### src/rtl/gray_counter_pkg.sv
`default_nettype none
// +----------------------------------------------------------------------------+
// | gray_counter_pkg : shared types and Gray-code helpers for gray_counter      |
// | Rev 1.0                                                                     |
// +----------------------------------------------------------------------------+
package gray_counter_pkg;

    localparam int c_FN_W = 32;

    // Next-state action chosen each edge, in priority order load > en > hold.
    typedef enum logic [1:0] {
        ACT_HOLD  = 2'd0,
        ACT_LOAD  = 2'd1,
        ACT_STEP  = 2'd2,
        ACT_BOUND = 2'd3
    } act_e;

    function automatic logic [c_FN_W-1:0] bin2gray(input logic [c_FN_W-1:0] b);
        return b ^ (b >> 1);
    endfunction

    function automatic logic [c_FN_W-1:0] gray2bin(input logic [c_FN_W-1:0] g);
        logic [c_FN_W-1:0] b;
        logic              par;
        b   = '0;
        par = 1'b0;
        for (int i = c_FN_W - 1; i >= 0; i--) begin
            par  = par ^ g[i];
            b[i] = par;
        end
        return b;
    endfunction

    function automatic logic [c_FN_W-1:0] gray_max(input int n);
        if (n >= c_FN_W) return '1;
        return (32'd1 << n) - 32'd1;
    endfunction

endpackage
`default_nettype wire

### src/rtl/gray_counter_if.sv
`default_nettype none
// +----------------------------------------------------------------------------+
// | gray_counter_if : control inputs and count outputs of gray_counter          |
// | Rev 1.0                                                                     |
// +----------------------------------------------------------------------------+
interface gray_counter_if #(
    parameter int N = 8
);
    logic         en;
    logic         up;
    logic         load;
    logic         load_gray;
    logic [N-1:0] load_val;
    logic [N-1:0] binary;
    logic [N-1:0] gray;
    logic         wrap;
    logic         at_max;
    logic         at_min;

    modport master (
        output en, up, load, load_gray, load_val,
        input  binary, gray, wrap, at_max, at_min
    );

    modport slave (
        input  en, up, load, load_gray, load_val,
        output binary, gray, wrap, at_max, at_min
    );
endinterface
`default_nettype wire

### src/rtl/gray_counter_gry_bin.sv
`default_nettype none
// +----------------------------------------------------------------------------+
// | gry_bin : combinational Gray-to-binary converter (prefix XOR from the MSB)  |
// | Rev 1.0                                                                     |
// +----------------------------------------------------------------------------+
module gry_bin #(
    parameter int N = 8
) (
    input  wire logic [N-1:0] gray,
    output logic      [N-1:0] bin
);
    logic w_par;

    always_comb begin
        bin   = '0;
        w_par = 1'b0;
        for (int i = N - 1; i >= 0; i--) begin
            w_par  = w_par ^ gray[i];
            bin[i] = w_par;
        end
    end
endmodule
`default_nettype wire

### src/rtl/gray_counter.sv
`default_nettype none
// +----------------------------------------------------------------------------+
// | gray_counter : N-bit up/down counter with registered binary and Gray       |
// | outputs, binary/Gray load, wrap or saturate mode and a boundary pulse.      |
// | Rev 1.0                                                                     |
// +----------------------------------------------------------------------------+
module gray_counter
    import gray_counter_pkg::*;
#(
    parameter int N       = 8,
    parameter int WRAP    = 1,
    parameter int RST_VAL = 0
) (
    input wire logic     clk,
    input wire logic     rst,
    gray_counter_if.slave bus
);
    localparam logic [N-1:0] c_MAX      = N'(gray_max(N));
    localparam logic [N-1:0] c_ONE      = N'(1);
    localparam logic [N-1:0] c_RST_BIN  = N'(RST_VAL);
    localparam logic [N-1:0] c_RST_GRAY = N'(bin2gray(32'(RST_VAL)));

    logic [N-1:0] r_bin;
    logic [N-1:0] r_gray;
    logic         r_wrap;

    logic [N-1:0] w_load_bin;
    logic [N-1:0] w_bin_nxt;
    logic [N-1:0] w_gray_nxt;
    logic         w_wrap_nxt;
    logic         w_at_max;
    logic         w_at_min;
    act_e         w_act;

    gry_bin #(.N(N)) u_gry_bin (
        .gray (bus.load_val),
        .bin  (w_load_bin)
    );

    assign w_at_max = (r_bin == c_MAX);
    assign w_at_min = (r_bin == '0);

    always_comb begin
        w_act = ACT_HOLD;
        if (bus.load)
            w_act = ACT_LOAD;
        else if (bus.en && ((bus.up && w_at_max) || (!bus.up && w_at_min)))
            w_act = ACT_BOUND;
        else if (bus.en)
            w_act = ACT_STEP;
    end

    always_comb begin
        w_bin_nxt  = r_bin;
        w_wrap_nxt = 1'b0;
        case (w_act)
            ACT_LOAD:  w_bin_nxt = bus.load_gray ? w_load_bin : bus.load_val;
            ACT_STEP:  w_bin_nxt = bus.up ? (r_bin + c_ONE) : (r_bin - c_ONE);
            ACT_BOUND: begin
                w_wrap_nxt = 1'b1;
                // Saturating mode leaves the count where it is.
                if (WRAP != 0)
                    w_bin_nxt = bus.up ? '0 : c_MAX;
            end
            default:   w_bin_nxt = r_bin;
        endcase
    end

    // Gray is encoded from the next binary value so both registers stay aligned.
    assign w_gray_nxt = w_bin_nxt ^ (w_bin_nxt >> 1);

    always_ff @(posedge clk or posedge rst) begin
        if (rst) begin
            r_bin  <= c_RST_BIN;
            r_gray <= c_RST_GRAY;
            r_wrap <= 1'b0;
        end else begin
            r_bin  <= w_bin_nxt;
            r_gray <= w_gray_nxt;
            r_wrap <= w_wrap_nxt;
        end
    end

    assign bus.binary = r_bin;
    assign bus.gray   = r_gray;
    assign bus.wrap   = r_wrap;
    assign bus.at_max = w_at_max;
    assign bus.at_min = w_at_min;
endmodule
`default_nettype wire
### src/flat_wrapper.sv
// flat-port wrapper written by rule: the top's interface ports become plain ports
module gray_counter_flat import gray_counter_pkg::*;
#(
    parameter int N       = 8,
    parameter int WRAP    = 1,
    parameter int RST_VAL = 0
)
  (clk, rst, bus_en, bus_up, bus_load, bus_load_gray, bus_load_val, bus_binary, bus_gray, bus_wrap, bus_at_max, bus_at_min);
  gray_counter_if #(.N(N)) bus_i ();
  input wire logic clk;
  input wire logic rst;
  input wire logic [$bits(bus_i.en)-1:0] bus_en;
  input wire logic [$bits(bus_i.up)-1:0] bus_up;
  input wire logic [$bits(bus_i.load)-1:0] bus_load;
  input wire logic [$bits(bus_i.load_gray)-1:0] bus_load_gray;
  input wire logic [$bits(bus_i.load_val)-1:0] bus_load_val;
  output wire logic [$bits(bus_i.binary)-1:0] bus_binary;
  output wire logic [$bits(bus_i.gray)-1:0] bus_gray;
  output wire logic [$bits(bus_i.wrap)-1:0] bus_wrap;
  output wire logic [$bits(bus_i.at_max)-1:0] bus_at_max;
  output wire logic [$bits(bus_i.at_min)-1:0] bus_at_min;
  assign bus_i.en = bus_en;
  assign bus_i.up = bus_up;
  assign bus_i.load = bus_load;
  assign bus_i.load_gray = bus_load_gray;
  assign bus_i.load_val = bus_load_val;
  assign bus_binary = bus_i.binary;
  assign bus_gray = bus_i.gray;
  assign bus_wrap = bus_i.wrap;
  assign bus_at_max = bus_i.at_max;
  assign bus_at_min = bus_i.at_min;
  gray_counter #(.N(N), .WRAP(WRAP), .RST_VAL(RST_VAL)) u_core (.clk(clk), .rst(rst), .bus(bus_i));
endmodule
### config.mk
export PLATFORM = sky130hd
export DESIGN_NAME = gray_counter_flat
export DESIGN_NICKNAME = d
export VERILOG_FILES = /design/src/rtl/gray_counter_pkg.sv /design/src/rtl/gray_counter_if.sv /design/src/rtl/gray_counter_gry_bin.sv /design/src/rtl/gray_counter.sv /design/src/flat_wrapper.sv
export SDC_FILE = /design/constraint.sdc
export NUM_CORES = 1
export LEC_CHECK = 0
export BUFFER_PORTS_ARGS = -buffer_cell sky130_fd_sc_hd__buf_2
export CAP_MARGIN = 15
export CORE_ASPECT_RATIO = 1.5
export CORE_MARGIN = 3
export CORE_UTILIZATION = 52
export CTS_CLUSTER_SIZE = 25
export DETAILED_ROUTE_END_ITERATION = 8
export HOLD_SLACK_MARGIN = 0.03
export PLACE_DENSITY = 0.81
export SKIP_LAST_GASP = 1
export SYNTH_ARGS = -nofsm -noshare
export SYNTH_HDL_FRONTEND = slang
export SYNTH_SLANG_ARGS = --single-unit
export TNS_END_PERCENT = 10
### constraint.sdc
create_clock -name clk -period 5.75 [get_ports clk]
set_input_delay 1.15 -clock clk [delete_from_list [all_inputs] [get_ports clk]]
set_output_delay 1.15 -clock clk [all_outputs]
set_load 0.01 [all_outputs]
# Word level (Yosys, flattened, before mapping)
# Index checks and enable logic that the tools add are counted.
# op_classes
div	0
n_addsub	2
shift	0
mul	0
reduce_logical	6
n_bitwise	8
n_lt_le_gt_ge	0
n_eq_ne	4
muxes	8
# ops
op	n
$pmux W8 S3	1
$mux W8	2
$add A8 B1 Y8 const B	1
$eq A8 B8 Y1 const B	1
$logic_not A8 Y1	1
$sub A8 B1 Y8 const B	1
$xor A8 B7 Y8	1
$mux W7	1
$xor A1 B1 Y1	7
$mux W2	3
$eq A2 B2 Y1 const B	2
$logic_and A1 B1 Y1	3
$eq A2 B1 Y1 const B	1
$logic_not A1 Y1	1
$logic_or A1 B1 Y1	1
$mux W1	1
# totals
wordCells	31
rom_bits	0
out_inout_bits	19
mem_count	0
ram_bits	0
in_bits	14
latch_bits	0
register_bits	17

# Longest topological paths before layout
# Gate-level depths: netlist (run 1).
# logic_depth
word_depth	10
ltp_mapped	9
ltp_nobuf	9

# Hierarchy
# A second synthesis (run 1) with hierarchy kept.
# unflattened
hier_cells	147
area_unflattened_um2	1388.8
# by_module_without_submodules
module	area_per_inst_um2	seq_area_each_um2	n_inst	cells_per_inst
gray_counter	1256.2	400.4	1	133
gry_bin	132.6	0.0	1	14

# Worst setup path after synthesis (run 1)
# OpenSTA, ideal clock, no wires.
# synth_timing
kind	input -> register
startpoint	input port bus_up
endpoint	register u_core.r_gray[4] (netlist: u_core.bus.gray[4])
path_buffers	0
t_arrival_ns	2.726
setup_slack_ns	2.897
path_stages	9
setup_ns	0.127
required_ns	5.623
path_cell_list	inv_1 ha_1 a21o_1 a21oi_1 o21ai_0 xor2_1 a21oi_1 a211o_1 xor2_1
# synth_between
elab_chain_len	9
word_cells_on_any_way	14
cone_classes	eq/ne (3); mux (5); bitwise (1); reduce/logical (5)
# synth_rtl
element	line_no	rtl
start: declaration	flat_wrapper.sv:13	input wire logic [$bits(bus_i.up)-1:0] bus_up;
$logic_not A1 Y1	gray_counter.sv:47	else if (bus.en && ((bus.up && w_at_max) || (!bus.up && w_at_min)))
$logic_and A1 B1 Y1	gray_counter.sv:47	
$logic_or A1 B1 Y1	gray_counter.sv:47	
$logic_and A1 B1 Y1	gray_counter.sv:47	
$mux W2	gray_counter.sv:47	
$mux W2	gray_counter.sv:45	if (bus.load)
$eq A2 B2 Y1 / $eq A2 B1 Y1 (equally long branches)	gray_counter.sv:56	case (w_act)
$pmux W8 S3 *	gray_counter.sv:56	
$xor A8 B7 Y8 *	gray_counter.sv:70	assign w_gray_nxt = w_bin_nxt ^ (w_bin_nxt >> 1);
via u_core.w_gray_nxt[4]	gray_counter.sv:29	logic [N-1:0] w_gray_nxt;
end signal: assignment	gray_counter.sv:75	r_gray <= c_RST_GRAY;
end signal: assignment	gray_counter.sv:79	r_gray <= w_gray_nxt;
end: declaration	gray_counter.sv:24	logic [N-1:0] r_gray;
# Mark *: on every way through the listed nets, which the timed path passes. The rest lies on a longest branch.

# Worst setup path in the final report (run 1)
# layout_timing
startpoint	input port bus_up
endpoint	register u_core.r_gray[6] (netlist: u_core.bus.gray[6])
# layout_between
elab_chain_len	9
word_cells_on_any_way	14
cone_classes	eq/ne (3); mux (5); bitwise (1); reduce/logical (5)
# layout_rtl
element	line_no	rtl
$logic_not A1 Y1	gray_counter.sv:47	
$logic_and A1 B1 Y1	gray_counter.sv:47	
$logic_or A1 B1 Y1	gray_counter.sv:47	
$logic_and A1 B1 Y1	gray_counter.sv:47	
$mux W2	gray_counter.sv:47	
$mux W2	gray_counter.sv:45	
$eq A2 B2 Y1 / $eq A2 B1 Y1 (equally long branches)	gray_counter.sv:56	
$pmux W8 S3 *	gray_counter.sv:56	
via u_core.w_bin_nxt[6]	gray_counter.sv:28	logic [N-1:0] w_bin_nxt;
$xor A8 B7 Y8 *	gray_counter.sv:70	
via u_core.w_gray_nxt[6]	gray_counter.sv:29	
# Marks and branches as above.

==> results.md, run 1 <==
- Status: complete, no violations
- CTS Hold Bufs: 0
- Wire per inst: 15.1 um
- Max Cap Viol: 0
- Unique masters post-synth: 38
- Mapped Nets: ~150
- Leak Pwr: 0.727 nW
- Arrival @ worst endpoint: approximately 3.3 ns
- Die span in y: roughly 68 um
- Slowest stage cell on the critical path: o31ai_1
- Clock transition at path regs: 0.08 ns
- DR DRC count: 0
- H-tree depth: 1
- Total power: 0.000529 W
- Hold Crit Class: reg -> reg
- Num rows: 21
- Final Hold Vio Count: 0
- Compound-Gate Fraction of Synth Area: 16.3%
- Setup violators final: 0
- Crit. End Element: register
- Initial drt markers: 11
- Mux contribution to synthesized area: 3.99%
- Combinational family with the most area after synthesis: XOR/XNOR gates
- Avg Cell Area, Syn: roughly 9.9 um^2
- Core area: 2310 um^2
- Dominant cells by area after synthesis: dfrtp_1 30%, xor2_1 10%, xnor2_1 6.7%, ha_1 5.7%, xor3_1 3.6%
- Total track usage: 19.7%
- Area occupied by multi-input gates: roughly 850 um^2
- Max clock buf depth: 2
- Layout area overhead: 14.8%
- Total negative setup slack: 0 ns
- Req. time, crit path: 5.89 ns
- Met2 routed WL: 1630 um
- RSZ-0062 raised after global routing: false
- Peak supply drop: 0.271 mV
- DRT Pass-1 Iters: 4
- Fin crit period: around 3.2 ns
- Share of layout cells above drive strength 1: 29.9%
- Gate Count Post-Synth: 133
- Routability cong.: between 0.9 and 1
- Slew Limit Fails: 0
- CTS root buffer: clkbuf_4
- Synth Area in XOR/XNOR: ~22%
- M1 WL: 1040 um
- First-pass GRT wire length: approximately 4500 um
- Post-synth EDFFs: 0
- Final HPWL DP: ~2300 um
- N_diodes: 0
- Post-Syn Area: approximately 1300 um^2
- Die area: 3180 um^2
- Clock skew: 0.000413 ns
- Top cell type's share of synthesized area: 30.4%
- FF+latch area: 400 um^2
- Least-Margin Pin Slew: 0.555 ns
- DR vias/cell: 5.65
- Number of port buffers: 32
- Top sig layer: met4
- Power per cell area: 350 nW/um^2
- ANT nets after route: 0
- Final core utilization: roughly two thirds
- Synth Area in Adders: under 10%
- CTS Sinks: 16
- Sequential fraction of the synthesis area: 30.4%
- Worst r2r path cells: 9
- Initial Utilization: 56.9%
- Async SR Flop Fraction: 100%
- Post-Synth Simple-Gate Area: between 10% and 20%
- Via count: 1056
- Period utilization: 55.6%
- CP Launch Type: primary input
- Cell total after placement: 183
- Predominant post-synthesis flop cell: dfrtp_1
- Clock Latency Late Sink: 0.27 ns
- Initial antenna violation count: 0
- Vias in the first global route: ~1100
- WL final: 2820 um
- Max incr delay on CP: about 0.46 ns
- Postcts setup bufs: 0
- Hold-critical path depth: 3
- Nets: 186
- # fillers: 203
- CTS tree: built
- Warning count from the yosys run: 0
- Worst rel slew slack: 62.9%
- Routed met3 length: 126 um
- Non-Filler Instances: 187
- Largest net degree at the start of global routing: 17
- Max frequency: 313 MHz
- CP Max Fanout: 7
- Die W: 47.1 um
- Post-CTS resize count: 0
- Kind of critical path: in -> reg
- Largest area contributor in the netlist: dfrtp_1
- CTS Buf Count: 3
- Total gr overflow: 0
- Seq cells post-synth: 16
- Crit-path cells: buf_2 > inv_1 > ha_1 > nor2b_1 > o21ai_0 > a21boi_0 > o21ai_0 > a21boi_0 > o31ai_1 > xor2_1
- Ports: 33
- Worst hold margin: 0.752 ns
[layout make-up]
type | instances | share of cell area, %
well taps | 23 | 1.90
clock buffers | 4 | 2.40
repair buffers | 32 | 10.6
flip-flops and latches | 16 | 26.5
multi-input cells | 103 | 56.4
inverters | 9 | 2.24
[cell families (layout without fill, tap and decap cells)]
family	Yosys count	in the layout
AO/OA/AOI/OAI	30	30
adder cells (fa/ha/maj)	7	7
buffers and inverters	14	45
multiplexers	4	4
AND/OR/NAND/NOR	34	34
XOR/XNOR	28	28
flip-flops	16	16
[power breakdown]
group	switching (W)	internal [W]	leakage [nW]
Clock	0.0000319	0.0000385	0.0210
Sequential	0.0000333	0.000149	0.186
Combinational	0.000149	0.000128	0.520
[state kept, by name, indices dropped and copies added, names as in the netlist]
name	cells
u_core.bus.gray	7
u_core.bus.wrap	1
u_core.bus.binary	8
[routing by layer]
layer	track usage [%]	vias up
li1	-	519
met1	21.0	509
met2	38.3	26
met3	2.93	2
met4	4.15	0
met5	0	-
[cells in the mapped netlist (3+ instances only)]
cell / instances
buf_2: 3
a21boi_0: 3
o21ai_0: 5
a21oi_1: 9
nand2_1: 9
xor2_1: 15
mux2i_1: 3
ha_1: 6
inv_1: 9
dfrtp_1: 16
nor2_1: 8
xnor2_1: 10
[critical path, delay by kind of cell]
kind                     cells  cell delay [ns]
XOR/XNOR                     1             0.13
buffers and inverters        2             0.31
AND/OR/NAND/NOR              1             0.15
adder cells (fa/ha/maj)      1             0.35
AO/OA/AOI/OAI                5             1.24
[cell usage in the layout (no fill, tap or decap), drive strengths merged]
cell type and count:
a31o 1, o21a 2, nor2b 2, o311ai 1, o31ai 2, a21oi 10
a211o 1, inv 9, nor3 3, nand2b 1, dfrtp 16, or4 2
a21o 2, o21ai 8, xor3 2, or3 2, and3 1, nand2 9
xnor3 1, fa 1, a21boi 3, nor2 8, or2b 2, ha 6
xnor2 10, clkbuf 4, nor3b 2, buf 32, xor2 15, mux2i 4
nand4 2
[metrics by stage]
stage / cell area, um^2 / worst slack [ns]
after CTS: 1510 / 2.57
after detailed placement: 1480 / 2.28
after global routing: 1510 / 2.35
after global placement: 1480 / 2.44
after floorplan: 1320 / 2.90
final: 1510 / 2.55
[worst paths after layout]
path | slack, ns | end | start
setup reg to reg | 3.10 | u_core.bus.gray[6] | u_core.bus.binary[0]
min in group asynchronous | 0.91 | u_core.bus.gray[2] | rst
hold reg to reg | 0.75 | u_core.bus.binary[4] | u_core.bus.binary[4]
setup / recovery | 2.55 | u_core.bus.gray[6] | bus_up
hold / removal | 0.75 | u_core.bus.binary[4] | u_core.bus.binary[4]
max in group asynchronous | 4.48 | u_core.bus.binary[5] | rst
No activity file was read; power rests on OpenSTA's default activity.
==> run 2: changes to the inputs <==
- CORE_UTILIZATION: 52 -> 48
- PLACE_DENSITY: 0.81 -> 0.79
- clock period: 5.75 -> 2.8 ns (I/O delays scaled with it)
==> run 2 against run 1 <==
Net effect: via count is 0.95% higher; design area is 1.6% higher; non-clock buffer count is 1 higher; critical path depth stayed put; final cell count is 7.5% higher; global-route usage is 0.87 points lower; combinational power is 110% higher; wire length is 2.0% higher; power is 110% higher; clock power is 110% higher; count of clock-buffer cells in the layout stayed put; critical path type is now reg -> reg.
==> results.md, run 2 (synthesis gave the netlist of run 1 again) <==
- N_diodes: 0 (unchanged)
- CP Max Fanout: 6 (-1)
- Initial Utilization: 52.0% (-5.0 points)
- DR DRC count: 0 (unchanged)
- CTS Hold Bufs: 0 (unchanged)
- DR vias/cell: 5.30 (-6.1%)
- Worst r2r path cells: 10 (+1)
- Setup violators final: 0 (unchanged)
- Seq pwr share: 34.5% (+0.2 points)
- Period utilization: 88.9%
- Worst rel slew slack: 61.7% (-1.2 points)
- Max clock buf depth: 2 (unchanged)
- Fin crit period: 2.49 ns
- Initial antenna violation count: 0 (unchanged)
- Number of port buffers: 32 (unchanged)
- Ports: 33 (unchanged)
- WL final: 2870 um (+2.0%)
- Least-Margin Pin Slew: 0.574 ns (+0.0187 ns)
- DRT Pass-1 Iters: 4 (unchanged)
- Final HPWL DP: 2410 um (+3.1%)
- Max Cap Viol: 0 (unchanged)
- Layout area overhead: 16.6%
- Die span in y: 70.1 um (+3.7%)
- Clock skew: 0.00239 ns (+0.00198 ns)
- Hold Crit Class: in -> async
- RSZ-0062 raised after global routing: false
- Max FFs per register: 8 (unchanged)
- Req. time, crit path: 3.00 ns (-2.89 ns)
- Pint: 0.000651 W (+110%)
- Final Instance Area: 1540 um^2 (+1.6%)
- Initial drt markers: 12 (+1)
- Die area: 3420 um^2 (+7.4%)
- Num rows: 22 (+4.8%)
- Routability cong.: 0.903 (-7.3%)
- Share of layout cells above drive strength 1: 30.3% (+0.42 points)
- Wire per inst: 14.3 um (-5.2%)
- Sw power: 0.000442 W (+110%)
- CTS Buf Count: 3 (unchanged)
- Core area: 2530 um^2 (+9.5%)
- Most common cell after layout, fill and taps aside: buf_2
- Via count: 1066 (+0.95%)
- Postcts setup bufs: 0 (unchanged)
- Status: complete, no violations
- Power per cell area: 712 nW/um^2 (+100%)
- Combinational group share of total power: 52.0% (-0.4 points)
- Post-CTS resize count: 0 (unchanged)
- Dpl cell area: 1500 um^2 (+1.6%)
- Largest net degree at the start of global routing: 17 (unchanged)
- Nets: 187 (+0.54%)
- First-pass GRT wire length: 5110 um (+13%)
- Vias in the first global route: 1144 (+8.2%)
- H-tree depth: 1 (unchanged)
- Switching share of power: 40.4% (about the same)
- Total track usage: 18.8% (-0.87 points)
- CTS tree: built
- Beginning of the worst register-to-register path: u_core.bus.binary[0]
- Clock transition at path regs: 0.09 ns (about the same)
- Kind of critical path: reg -> reg
- Clock power frac: 13.5% (+0.2 points)
- Peak supply drop: 0.367 mV (+35%)
- CP Launch Type: register
- Total negative setup slack: 0 ns (unchanged)
- Max frequency: 402 MHz
- Die W: 48.8 um (+3.6%)
- Launch point of the worst path: u_core.bus.binary[0]
- Most frequent cells in the layout: 32 x buf_2, 16 x dfrtp_1, 15 x xor2_1
- Crit. End Element: register
- CTS root buffer: clkbuf_4
- Total gr overflow: 0 (unchanged)
- Arrival @ worst endpoint: 2.69 ns (-0.65 ns)
- Clock Latency Late Sink: 0.28 ns (about the same)
- ANT nets after route: 0 (unchanged)
- CTS Sinks: 16 (unchanged)
- Leak Pwr: 0.732 nW (+0.65%)
- Slew Limit Fails: 0 (unchanged)
- Final Hold Vio Count: 0 (unchanged)
[run 2: cell count changes in the layout (fill, tap and decap cells not counted)]
| cell | delta |
|---|---|
| buf_4 | +1 |
[run 2: cell type report]
type	instances	area, um^2
Multi-Input combinational cell	103	852
Clock buffer	4	36.3
Fill cell	235	997
Tap cell	36	45.0
Timing Repair Buffer	33	168
Inverter	9	33.8
Sequential cell	16	400
[run 2: stage by stage]
step | total power, W | cells | worst slack (ns) | utilization [%] | hold WS [ns]
after floorplan | 0.000770 | 133 | 0.537 | - | 0.474
after global placement | 0.000934 | 197 | 0.143 | 59.2 | 0.618
after detailed placement | 0.000954 | 197 | 0.0528 | 59.2 | 0.645
after CTS | 0.00110 | 201 | 0.311 | 60.6 | 0.336
after global routing | 0.00118 | 201 | 0.0466 | 60.6 | 0.374
final | 0.00109 | 201 | 0.310 | 60.6 | 0.325
[run 2: power by group through the flow]
stage               Combinational (W)  Sequential, W  Clock [W]
floorplan                    0.000371       0.000399          0
global placement             0.000558       0.000376          0
detailed placement           0.000573       0.000381          0
CTS                          0.000576       0.000376   0.000151
global route                 0.000633       0.000388   0.000159
finish                       0.000569       0.000377   0.000147
[run 2: final timing paths]
path	to	slack (ns)
max	u_core.bus.gray[6]	0.31
min	u_core.bus.binary[0]	0.32
max reg2reg	u_core.bus.gray[6]	0.31
min reg2reg	u_core.bus.binary[4]	0.77
max in group asynchronous	u_core.bus.gray[6]	2.10
min in group clk	u_core.bus.gray[1]	0.64
[run 2: critical path: stages (launching register included)]
cell and delay (ns):
dfrtp_1 0.50, inv_1 0.10, fa_1 0.46, nor2b_1 0.13
o21ai_0 0.11, a21boi_0 0.25, o21ai_0 0.15, nor3b_1 0.17
o31ai_1 0.23, buf_4 0.17, xor2_1 0.14
[run 2: layer usage]
layer  part of all wire [%]  vias to the layer above  GRT usage [%]
met5                      0                        -              0
li1                       -                      518              -
met4                    4.0                        0           9.49
met2                     57                       29           35.9
met1                     35                      510           19.4
met3                    4.2                        9           2.56
==> run 3: changes to the inputs <==
- CORE_UTILIZATION: 48 -> 35
- PLACE_DENSITY: 0.79 -> 0.62
==> run 3 against run 2 <==
Net effect: sequential power barely moved; largest cell class unchanged; hold slack improved by 0.024 ns; design area up 2.3%; flip-flop and latch count unchanged; largest power group unchanged.
==> results.md, run 3 (synthesis gave the netlist of run 1 again) <==
- Ports: 33 (unchanged)
- Routability cong.: 0.874 (-3.2%)
- Most frequent cells in the layout: 32 x buf_2, 15 x xor2_1, 15 x dfrtp_1
- Max incr delay on CP: 0.37 ns (-0.13 ns)
- Clock Latency Late Sink: 0.25 ns (-0.03 ns)
- Leak Pwr: 0.743 nW (+1.6%)
- Least-Margin Pin Slew: 0.553 ns (-0.0213 ns)
- CTS Hold Bufs: 0 (unchanged)
- First-pass GRT wire length: 5250 um (+2.8%)
- Clock transition at path regs: 0.06 ns (-0.03 ns)
- Fin crit period: 2.52 ns (+0.0283 ns)
- Final HPWL DP: 2570 um (+6.3%)
- Beginning of the worst register-to-register path: u_core.bus.binary[1]
- H-tree depth: 1 (unchanged)
- DR DRC count: 0 (unchanged)
- DR vias/cell: 5.18 (-2.3%)
- Worst R2R Setup Slack: 0.29 ns (-0.02 ns)
- # fillers: 362 (+54%)
- ANT nets after route: 0 (unchanged)
- Peak supply drop: 0.417 mV (+14%)
- Share of layout cells above drive strength 1: 31.3% (+1.0 points)
- Vias in the first global route: 1176 (+2.8%)
- Die area: 4550 um^2 (+33%)
- Worst rel slew slack: 63.1% (+1.4 points)
- Core area: 3510 um^2 (+39%)
- Most common cell after layout, fill and taps aside: buf_2
- Req. time, crit path: 2.96 ns (-0.04 ns)
- Nets: 188 (+0.53%)
- Initial Utilization: 37.5% (-15 points)
- WL final: 3130 um (+8.9%)
- CTS Buf Count: 3 (unchanged)
- Clock skew: 0.00660 ns (+0.00421 ns)
- Largest net degree at the start of global routing: 17 (unchanged)
- Total track usage: 14.7% (-4.1 points)
- CTS tree: built
- Crit-path cells: buf_2 > inv_1 > ha_1 > nor2b_1 > o21ai_0 > a21boi_0 > o21ai_0 > nor3b_1 > o31ai_1 > buf_4 > xnor2_1
- Max frequency: 397 MHz (-1.1%)
- CP Launch Type: primary input
- Num rows: 26 (+18%)
- RSZ-0062 raised after global routing: false
- Arrival @ worst endpoint: 2.67 ns (-0.02 ns)
- Final Instance Area: 1570 um^2 (+2.3%)
- Status: complete, no violations
- Crit. End Element: register
- Total negative setup slack: 0 ns (unchanged)
- Dpl cell area: 1510 um^2 (+1.0%)
- Period utilization: 89.9% (+1.0 points)
- Number of port buffers: 32 (unchanged)
- Layout area overhead: 19.3%
- Total gr overflow: 0 (unchanged)
- R2R Path End: u_core.bus.gray[5]
- Slowest stage cell on the critical path: ha_1
- DRT Pass-1 Iters: 4 (unchanged)
- CP delay by family, top: compound AO/OA/AOI/OAI gates
- Worst r2r path cells: 10 (unchanged)
- Max FFs per register: 8 (unchanged)
- N_diodes: 0 (unchanged)
- Worst path most repeated cell: o21ai_0
- Die span in y: 81.1 um (+16%)
- CTS root buffer: clkbuf_8
- Max clock buf depth: 2 (unchanged)
- Crit path buf inv count: 3 (+1)
- Final worst slack: 0.281 ns (-0.0283 ns)
- Initial drt markers: 16 (+4)
- Kind of critical path: in -> reg
- CP Max Fanout: 7 (+1)
- Max Cap Viol: 0 (unchanged)
- Power per cell area: 738 nW/um^2 (+3.7%)
- Hold Crit Class: in -> async
- Wire per inst: 15.0 um (+5.2%)
- Initial antenna violation count: 0 (unchanged)
- Setup violators final: 0 (unchanged)
- Post-place setup slack: 0.0524 ns (-0.000397 ns)
- Die W: 56.1 um (+15%)
- Final Hold Vio Count: 0 (unchanged)
- Slew Limit Fails: 0 (unchanged)
- Via count: 1078 (+1.1%)
- CTS Sinks: 16 (unchanged)
[run 3: cell types whose count changed in the layout (fill, tap and decap cells not counted)]
| cell | previous run | this run |
|---|---|---|
| buf_4 | 1 | 2 |
| dfrtp_1 | 16 | 15 |
| clkbuf_4 | 3 | 0 |
| clkbuf_8 | 1 | 4 |
| dfrtp_2 | 0 | 1 |
[run 3: report_power, final]
group	internal, W	switching (W)
combinational	0.000275	0.000312
clock	0.000124	0.0000743
sequential	0.000306	0.0000677
total	0.000705	0.000454
[run 3: worst max path at each step]
stage	from	to	slack (ns)	depth (start not counted)
2_1_floorplan	bus_up	u_core.bus.gray[4]	0.54	9
3_3_place_gp	bus_up	u_core.bus.gray[6]	0.15	11
3_5_place_dp	bus_up	u_core.bus.gray[5]	0.05	11
4_1_cts	u_core.bus.binary[0]	u_core.bus.gray[5]	0.20	10
5_1_grt	u_core.bus.binary[1]	u_core.bus.gray[5]	0.04	10
6_report	bus_up	u_core.bus.gray[5]	0.28	11
[run 3: routing by layer]
metal / share of wire (%) / track usage (%) / wire length, um
met1: 38 / 14.4 / 1180
met2: 53 / 29.4 / 1670
met4: 4.3 / 7.84 / 133
met5: 0 / 0 / 0
met3: 4.6 / 1.91 / 145
[run 3: layout make-up]
cell class | instances | area (um^2) | area share [%]
Tap cell | 42 | 52.6 | 3.35
Clock buffer | 4 | 55.1 | 3.51
Timing Repair Buffer | 34 | 175 | 11.2
Multi-Input combinational cell | 103 | 852 | 54.3
Sequential cell | 16 | 402 | 25.6
Inverter | 9 | 33.8 | 2.15
[run 3: metrics by stage]
| step | hold slack [ns] | power (W) | cells | util, % |
|---|---|---|---|---|
| finish | 0.349 | 0.00116 | 208 | 44.7 |
| global route | 0.390 | 0.00125 | 208 | 44.7 |
| CTS | 0.367 | 0.00117 | 208 | 44.7 |
| detailed placement | 0.633 | 0.000968 | 204 | 43.1 |
| global placement | 0.621 | 0.000957 | 204 | 43.1 |
| floorplan | 0.474 | 0.000770 | 133 | - |
[run 3: timing repair]
action | in CTS | in global routing
buffers inserted | 0 | 0
endpoints found under the setup margin | 0 | 2
gates resized for setup | 0 | 1
